===== src/rtl/axis_lane_adder.sv =====
// axis_lane_adder: per-lane add/subtract AXI-Stream stage with a
// two-entry skid buffer, registered tready and debug beat/packet counters.
module axis_lane_adder #(
    parameter int          DATA_W    = 512,
    parameter int          LANE_W    = 32,
    parameter logic [31:0] ADD_CONST = 32'hDEADBEEF,
    parameter int          CNT_W     = 32
) (
    input  logic              clk50mhz_0,
    input  logic              peripheral_reset_0,
    input  logic [DATA_W-1:0] AXI_STR_TXD_0_tdata,
    input  logic              AXI_STR_TXD_0_tlast,
    input  logic              AXI_STR_TXD_0_tvalid,
    output logic              AXI_STR_TXD_0_tready,
    output logic [DATA_W-1:0] AXI_STR_RXD_0_tdata,
    output logic              AXI_STR_RXD_0_tlast,
    output logic              AXI_STR_RXD_0_tvalid,
    input  logic              AXI_STR_RXD_0_tready,
    input  logic [1:0]        mode,
    output logic [CNT_W-1:0]  beat_count,
    output logic [CNT_W-1:0]  pkt_count
);

    localparam int NLANES = DATA_W / LANE_W;
    localparam logic [LANE_W-1:0] KC = LANE_W'(ADD_CONST);

    logic              out_valid_q, out_valid_d;
    logic              out_last_q, out_last_d;
    logic [DATA_W-1:0] out_data_q, out_data_d;
    logic              skid_valid_q, skid_valid_d;
    logic              skid_last_q, skid_last_d;
    logic [DATA_W-1:0] skid_data_q, skid_data_d;
    logic              ready_q, ready_d;
    logic [1:0]        mode_q, mode_d;
    logic              first_q, first_d;
    logic [CNT_W-1:0]  beat_q, beat_d;
    logic [CNT_W-1:0]  pkt_q, pkt_d;

    logic              in_hs;
    logic              out_hs;
    logic [1:0]        eff_mode;
    logic [DATA_W-1:0] xdata;

    assign in_hs    = AXI_STR_TXD_0_tvalid && ready_q;
    assign out_hs   = out_valid_q && AXI_STR_RXD_0_tready;
    assign eff_mode = first_q ? mode : mode_q;

    // Lane-wise transform of the incoming beat; lanes never carry into each other.
    always_comb begin
        xdata = '0;
        for (int k = 0; k < NLANES; k++) begin
            unique case (eff_mode)
                2'd0: xdata[k*LANE_W +: LANE_W] = AXI_STR_TXD_0_tdata[k*LANE_W +: LANE_W];
                2'd1: xdata[k*LANE_W +: LANE_W] = AXI_STR_TXD_0_tdata[k*LANE_W +: LANE_W] + KC;
                2'd2: xdata[k*LANE_W +: LANE_W] = AXI_STR_TXD_0_tdata[k*LANE_W +: LANE_W]
                                                  + LANE_W'(2 * k);
                2'd3: xdata[k*LANE_W +: LANE_W] = AXI_STR_TXD_0_tdata[k*LANE_W +: LANE_W] - KC;
                default: xdata[k*LANE_W +: LANE_W] = AXI_STR_TXD_0_tdata[k*LANE_W +: LANE_W];
            endcase
        end
    end

    // Skid/output register steering, packet mode latch and counters.
    always_comb begin
        out_valid_d  = out_valid_q;
        out_last_d   = out_last_q;
        out_data_d   = out_data_q;
        skid_valid_d = skid_valid_q;
        skid_last_d  = skid_last_q;
        skid_data_d  = skid_data_q;
        mode_d       = mode_q;
        first_d      = first_q;
        beat_d       = beat_q;
        pkt_d        = pkt_q;

        if (!out_valid_q || out_hs) begin
            if (skid_valid_q) begin
                out_valid_d  = 1'b1;
                out_last_d   = skid_last_q;
                out_data_d   = skid_data_q;
                skid_valid_d = 1'b0;
            end else if (in_hs) begin
                out_valid_d = 1'b1;
                out_last_d  = AXI_STR_TXD_0_tlast;
                out_data_d  = xdata;
            end else begin
                out_valid_d = 1'b0;
            end
        end else if (in_hs) begin
            skid_valid_d = 1'b1;
            skid_last_d  = AXI_STR_TXD_0_tlast;
            skid_data_d  = xdata;
        end

        if (in_hs) begin
            if (first_q) begin
                mode_d = mode;
            end
            first_d = AXI_STR_TXD_0_tlast;
        end

        if (out_hs) begin
            beat_d = beat_q + 1'b1;
            if (out_last_q) begin
                pkt_d = pkt_q + 1'b1;
            end
        end

        ready_d = !skid_valid_d;
    end

    // State registers with synchronous reset discarding any in-flight beats.
    always_ff @(posedge clk50mhz_0) begin
        if (peripheral_reset_0) begin
            out_valid_q  <= 1'b0;
            out_last_q   <= 1'b0;
            out_data_q   <= '0;
            skid_valid_q <= 1'b0;
            skid_last_q  <= 1'b0;
            skid_data_q  <= '0;
            ready_q      <= 1'b0;
            mode_q       <= 2'd0;
            first_q      <= 1'b1;
            beat_q       <= '0;
            pkt_q        <= '0;
        end else begin
            out_valid_q  <= out_valid_d;
            out_last_q   <= out_last_d;
            out_data_q   <= out_data_d;
            skid_valid_q <= skid_valid_d;
            skid_last_q  <= skid_last_d;
            skid_data_q  <= skid_data_d;
            ready_q      <= ready_d;
            mode_q       <= mode_d;
            first_q      <= first_d;
            beat_q       <= beat_d;
            pkt_q        <= pkt_d;
        end
    end

    assign AXI_STR_TXD_0_tready = ready_q;
    assign AXI_STR_RXD_0_tdata  = out_data_q;
    assign AXI_STR_RXD_0_tlast  = out_last_q;
    assign AXI_STR_RXD_0_tvalid = out_valid_q;
    assign beat_count           = beat_q;
    assign pkt_count            = pkt_q;

endmodule


===== config.mk =====
export PLATFORM = sky130hd
export DESIGN_NAME = axis_lane_adder
export DESIGN_NICKNAME = d
export VERILOG_FILES = /design/src/rtl/axis_lane_adder.sv
export SDC_FILE = /design/constraint.sdc
export NUM_CORES = 2
export LEC_CHECK = 0
export ABC_CLOCK_PERIOD_IN_PS = 28300
export BUFFER_PORTS_ARGS = -buffer_cell sky130_fd_sc_hd__buf_2
export CAP_MARGIN = 10
export CORE_AREA = 2 2 425 427
export DETAILED_ROUTE_END_ITERATION = 10
export DIE_AREA = 0 0 427 429
export GPL_ROUTABILITY_DRIVEN = 0
export PLACE_DENSITY = 0.73
export SLEW_MARGIN = 0
export SYNTH_ARGS = -nofsm -noshare
export SYNTH_HDL_FRONTEND = slang
export SYNTH_SLANG_ARGS = --single-unit

===== constraint.sdc =====
create_clock -name clk50mhz_0 -period 28.3 [get_ports clk50mhz_0]
set_input_delay 8.49 -clock clk50mhz_0 [delete_from_list [all_inputs] [get_ports clk50mhz_0]]
set_output_delay 8.49 -clock clk50mhz_0 [all_outputs]
set_load 0.02 [all_outputs]

== Word level (Yosys, flattened, before mapping) ==
Cells that the tools add are included.
Cells by class
  bitwise gates (word level): 1
  mux-type cells: 25
  equality and inequality tests: 3
  reduce and logical (&&, ||, !) cells: 11
  $add $sub $neg: 49
Operators by type and width (number)
  $pmux 32 s4: 15
  $mux 512: 2
  $add 32x32->32 const B: 16
  $sub 32x32->32 const B: 16
  $add 32x5->32 const B: 8
  $add 32x4->32 const B: 4
  $pmux 32 s3: 1
  $add 32x1->32 const B: 2
  $add 32x3->32 const B: 2
  $add 32x2->32 const B: 1
  $mux 1: 6
  $reduce_and 2->1: 3
  $eq 2x2->1 const B: 2
  $eq 2x1->1 const B: 1
  $logic_and 1x1->1: 2
  $logic_not 1->1: 2
  $logic_not 2->1: 1
  $mux 2: 1
  $reduce_bool 2->1: 1
  $reduce_or 2->1: 1
  $logic_or 1x1->1: 1
  $not 1->1: 1
Storage, ports and cells
  output and inout bits: 579
  flip-flop bits (word level): 1096

== Depth between registers and ports, before layout ==
  word-level depth: 6
  depth in mapped cells: 27

== Worst setup path after synthesis ==
No wires, ideal clock.
  path kind: input to register
  start point: input mode[1]
  end point: register skid_data_q[415]
  stages on the path: 24
  data required time: 28.178 ns
  data arrival time: 17.678 ns
  slack: 10.500 ns
  path through: mux2_4 -> nand2_8 -> buf_4 -> buf_4 -> buf_4 -> buf_4 -> buf_4 -> buf_2 -> buf_2 -> buf_2 -> buf_2 -> ha_1 -> a21o_1 -> a21o_1 -> a221oi_1 -> o31ai_1 -> a211o_1 -> a21oi_2 -> o21ai_1 -> a21o_1 -> nor4b_1 -> or3_1 -> nor4b_1 -> a311o_1
On the way
  word-level cells in the longest chain between the ends: 3
  elaborated cells on any way between the ends: 6
  those cells by class: 3 x eq/ne; 2 x mux; 1 x reduce/logical
RTL lines
  from (decl): line 19  | input logic [1:0] mode,
  $mux 2 (*)
  $eq 2x2->1 (tied with other cells): line 52  | unique case (eff_mode)
  $pmux 32 s4 (*): line 52
  to (signal assigned): line 132  | skid_data_q <= skid_data_d;
  to (decl): line 32  | logic [DATA_W-1:0] skid_data_q, skid_data_d;
Every way passes the cells marked *; elsewhere a longest branch is shown, timed or not.
A chain may end at the register's enable or synchronous reset.

== Final worst setup path ==
  start point: input mode[1]
  end point: register skid_data_q[30]
On the way
  word-level cells in the longest chain between the ends: 4
  elaborated cells on any way between the ends: 7
  those cells by class: 3 x eq/ne; 2 x mux; 2 x reduce/logical
RTL lines (line)
  $mux 2 (*)
  $eq 2x2->1 / $logic_not 2->1 (equally long branches): 52
  $reduce_or 2->1 (no source line)
  $pmux 32 s3 (*): 52
Marked as above.

==> results by group <==
Worst setup path
  – Reg-to-reg critical path startpoint: first_q$_SDFFE_PP1P_
  – Reg2Reg Capture Point: skid_data_q[30]$_SDFFE_PP0P_
  – Kind of launch point of the worst setup path: primary input
  – Kind of end point of the critical path: flip-flop
  – Data required, critical path: approximately 29 ns
  – Critical-path cell with the highest stage delay: sky130_fd_sc_hd__buf_4
  – CP Max Fanout: between 150 and 200
  – Cell class contributing the biggest share of worst-path delay: simple AND/OR/NAND/NOR gates
  – Cells along the critical path: buf_2, mux2_8, nand2_8, buf_12, buf_4, ha_1, and3_1, o31ai_1, a221o_1, a31oi_1, a22oi_1, a31oi_1, a31oi_1, nor2_1, nor4bb_1, nor4_1, nor3_1, nor2_1
  – Arrival time reported for the critical path endpoint: 14.77 ns
  – Delay of the slowest cell on the worst path: 0.80 ns
  – Buffers and inverters on the worst path: 3
  – Reg2Reg Depth: 17
  – Register-to-register setup slack: approximately 21 ns
  – CP most frequent cell: sky130_fd_sc_hd__a31oi_1
  – Type of the worst setup path: primary input to flip-flop

Clock network
  – Number of buffers inserted for hold repair after clock tree synthesis: 0
  – Setup Fix Bufs, Post-CTS: 0
  – CTS tree: built
  – Quantity of gates resized following cts: 0
  – Deepest level of the CTS H-tree: 4
  – Worst-case clock buffer depth: 3
  – Worst skew pair latency: between 0.8 and 0.9 ns
  – Clock Tree Root: sky130_fd_sc_hd__clkbuf_16
  – TritonCTS Buffers: between 100 and 150
  – Clk pin slew, worst setup/hold paths: 0.06 ns
  – Clock sink count: 1096

STA
  – Final setup fails: 0
  – Final Slew Violations: 0
  – Hold Vio Cnt, Final: 0
  – Maximum clock skew at final layout: about 0.036 ns
  – Transition time at the pin with the least slew margin: ~1.3 ns
  – Max_slew headroom: about 12%
  – Setup repair after global routing missed its margin: false
  – Fmax: ~71 MHz
  – Final period util: 49.8%
  – Minimum period implied by the final worst setup slack: between 10 and 15 ns
  – Total Negative Setup Slacks: 0 ns

Power
  – Standby leakage power: approximately 38 nW
  – PD cells: 53.7 nW/um^2
  – Maximum vdd drop: ~0.000059 V

Global route
  – Number of antenna violations at the first check in global routing: 155
  – Maximum number of pins on one net before global-route repair: around 200
  – Final global-route overflow total: 0
  – Wire length of the first global-routing pass: a little over 500 mm
  – Via count of the first global-routing pass: approximately 85000
  – Total GRT Usage: around 36%

Synth
  – Ys Warns: 0
  – Number of flops mapped to enable cells by yosys: 0
  – Top_reg_cell synth: sky130_fd_sc_hd__dfxtp_1
  – Number of unique standard cell types used by synthesis: about 110
  – Post-Synthesis Mean Instance Area: approximately 7 sq um
  – Ys async rst share: 0%
  – Cell type with the highest aggregate area in the netlist: sky130_fd_sc_hd__dfxtp_1
  – Top post-synthesis cells by area: sky130_fd_sc_hd__dfxtp_1 (26%), sky130_fd_sc_hd__nand2_1 (7.7%), sky130_fd_sc_hd__a21oi_1 (6.5%)
  – Yosys top cell area share: 26.2%
  – Instance count of the mapped netlist: about 12000
  – Register bit total from synthesis: 1096
  – Sequential fraction of the synthesis area: 26.2%
  – Synth Net Count: approximately 13000
  – Cell Area, Synth: roughly 84000 sq um

Floorplanning
  – Boundary pin count: roughly 1100
  – Initial core utilization: 47.1%
  – Die area: approximately 180000 sq um
  – Core area: 178000 sq um
  – Horiz. Die Dim: between 400 and 500 um
  – Height of the chip: 429 um
  – Placement Rows: ~160

Detailed routing
  – Mean routed wirelength per cell: around 24 um
  – Drt first pass iters: 9
  – Starting DRT DRC Count: 10600
  – Total routed wirelength: between 300 and 400 mm
  – Number of vias after detailed routing: around 90000
  – Number of design rule violations left after detail routing: 0
  – Number of nets still failing antenna checks after routing: 0
  – Via density per instance: 6.33

Flow run
  – Max-cap violation count: 0

Final layout
  – Final standard cell utilization of the core: approximately 53%
  – Share of cells above drive strength 1: roughly 13%
  – Number of nets in the finished design: 13000
  – Commonest non-fill, non-tap cell in the layout: sky130_fd_sc_hd__nand2_1
  – Fillcell total: between 15000 and 20000
  – Finished layout cell area: ~95000 sq um
  – Area growth syn-to-layout: 12.7%
  – Highest-count cells in the layout ignoring fill and taps: sky130_fd_sc_hd__nand2_1 (1727), sky130_fd_sc_hd__nor2_1 (1171), sky130_fd_sc_hd__buf_2 (1096), sky130_fd_sc_hd__dfxtp_1 (1095), sky130_fd_sc_hd__a21oi_1 (1091)

Placed design
  – Port buffer count: roughly 1100
  – Cell area after placement: around 90000 sq um
  – Hpwl dp: between 200 and 250 mm

Min path
  – Worst Hold Class: flip-flop to flip-flop
  – Hold Startpoint: AXI_STR_RXD_0_tdata[360]$_SDFFE_PP0P_
  – Worst hold path endpoint: AXI_STR_RXD_0_tdata[360]$_SDFFE_PP0P_
  – Worst hold path stage count: 2

Outcome
  – Run status: finished, final reports clean
==> metal layers <==
layer / wire, um / share of wire, % / GRT usage, %
met1: 131000 / 38 / 43.2
met2: 149000 / 43 / 54.0
met3: 34300 / 9.8 / 8.36
met4: 34000 / 9.7 / 31.6
met5: 470 / 0.13 / 0
==> state kept, by name, summed over array words and instances, names as in the netlist <==
register / flops
pkt_count: 32
AXI_STR_RXD_0_tvalid: 1
skid_data_q: 512
skid_valid_q: 1
AXI_STR_RXD_0_tlast: 1
mode_q: 2
beat_count: 32
AXI_STR_RXD_0_tdata: 512
first_q: 1
AXI_STR_TXD_0_tready: 1
skid_last_q: 1
==> Yosys cell counts (115+ instances only) <==
| library cell | instances |
|---|---|
| sky130_fd_sc_hd__a211oi_1 | 404 |
| sky130_fd_sc_hd__a21o_1 | 190 |
| sky130_fd_sc_hd__a21oi_1 | 1091 |
| sky130_fd_sc_hd__a31oi_1 | 188 |
| sky130_fd_sc_hd__and3_1 | 150 |
| sky130_fd_sc_hd__buf_1 | 117 |
| sky130_fd_sc_hd__clkbuf_1 | 637 |
| sky130_fd_sc_hd__dfxtp_1 | 1096 |
| sky130_fd_sc_hd__ha_1 | 427 |
| sky130_fd_sc_hd__inv_1 | 160 |
| sky130_fd_sc_hd__mux2i_1 | 156 |
| sky130_fd_sc_hd__nand2_1 | 1731 |
| sky130_fd_sc_hd__nand3_1 | 373 |
| sky130_fd_sc_hd__nand4_1 | 149 |
| sky130_fd_sc_hd__nor2_1 | 1178 |
| sky130_fd_sc_hd__nor3_1 | 265 |
| sky130_fd_sc_hd__o211ai_1 | 115 |
| sky130_fd_sc_hd__o21ai_0 | 849 |
| sky130_fd_sc_hd__xnor2_1 | 520 |
| sky130_fd_sc_hd__xor2_1 | 344 |
==> cell families after synthesis <==
family | after synthesis | synth area share [%]
simple gates | 4282 | 22.6
flops | 1096 | 26.2
fa+ha+maj | 539 | 7.81
xor+xnor | 864 | 9.02
compound gates | 3632 | 27.3
buf+inv | 1056 | 5.14
mux | 163 | 1.98
==> report_power, final <==
group	internal, mW	leakage, nW	switching, mW
Sequential	1.61	8.92	0.0533
Combinational	0.555	26.6	1.03
Clock	1.05	2.21	0.776
==> worst register-to-register path, stage by stage (launching register included) <==
cell	delay (ns)
sky130_fd_sc_hd__dfxtp_1	0.71
sky130_fd_sc_hd__mux2_8	0.69
sky130_fd_sc_hd__nand2_8	0.65
sky130_fd_sc_hd__buf_12	0.69
sky130_fd_sc_hd__buf_4	1.03
sky130_fd_sc_hd__ha_1	0.47
sky130_fd_sc_hd__and3_1	0.20
sky130_fd_sc_hd__o31ai_1	0.38
sky130_fd_sc_hd__a221o_1	0.26
sky130_fd_sc_hd__a31oi_1	0.23
sky130_fd_sc_hd__a22oi_1	0.38
sky130_fd_sc_hd__a31oi_1	0.15
sky130_fd_sc_hd__a31oi_1	0.27
sky130_fd_sc_hd__nor2_1	0.10
sky130_fd_sc_hd__nor4bb_1	0.37
sky130_fd_sc_hd__nor4_1	0.12
sky130_fd_sc_hd__nor3_1	0.21
sky130_fd_sc_hd__nor2_1	0.08
==> worst max path at each step <==
stage | depth (start not counted) | slack (ns) | start | to
3_5_place_dp | 18 | 13.58 | mode[1] | AXI_STR_RXD_0_tdata[158]$_SDFFE_PP0P_
2_1_floorplan | 24 | 10.50 | mode[1] | skid_data_q[415]$_SDFFE_PP0P_
6_report | 18 | 14.22 | mode[1] | skid_data_q[30]$_SDFFE_PP0P_
3_3_place_gp | 18 | 13.72 | mode[1] | AXI_STR_RXD_0_tdata[158]$_SDFFE_PP0P_
5_1_grt | 18 | 13.86 | mode[1] | AXI_STR_RXD_0_tdata[158]$_SDFFE_PP0P_
4_1_cts | 18 | 14.47 | mode[1] | AXI_STR_RXD_0_tdata[158]$_SDFFE_PP0P_
==> metrics by stage <==
stage                     total power, mW  hold WS (ns)  worst slack [ns]  instances
final                                5.08         0.447             14.22      14600
after global routing                 5.28         0.467             13.86      14600
after CTS                            5.05         0.449             14.47      14500
after detailed placement             3.24         0.441             13.58      14300
after global placement               3.20         0.435             13.72      14300
after floorplan                      2.76         0.420             10.50      11600
==> cell type report <==
cell class	instances	area, sq um	share of cell area [%]
tap	2355	2950	3.12
clock inverter	68	863	0.913
inverter	162	636	0.672
clock buffer	178	3700	3.91
antenna	114	285	0.302
multi-input combinational	9480	57800	61.1
sequential	1096	21900	23.2
timing repair buffer	1190	6370	6.74
No activity file was read; power rests on OpenSTA's default activity.
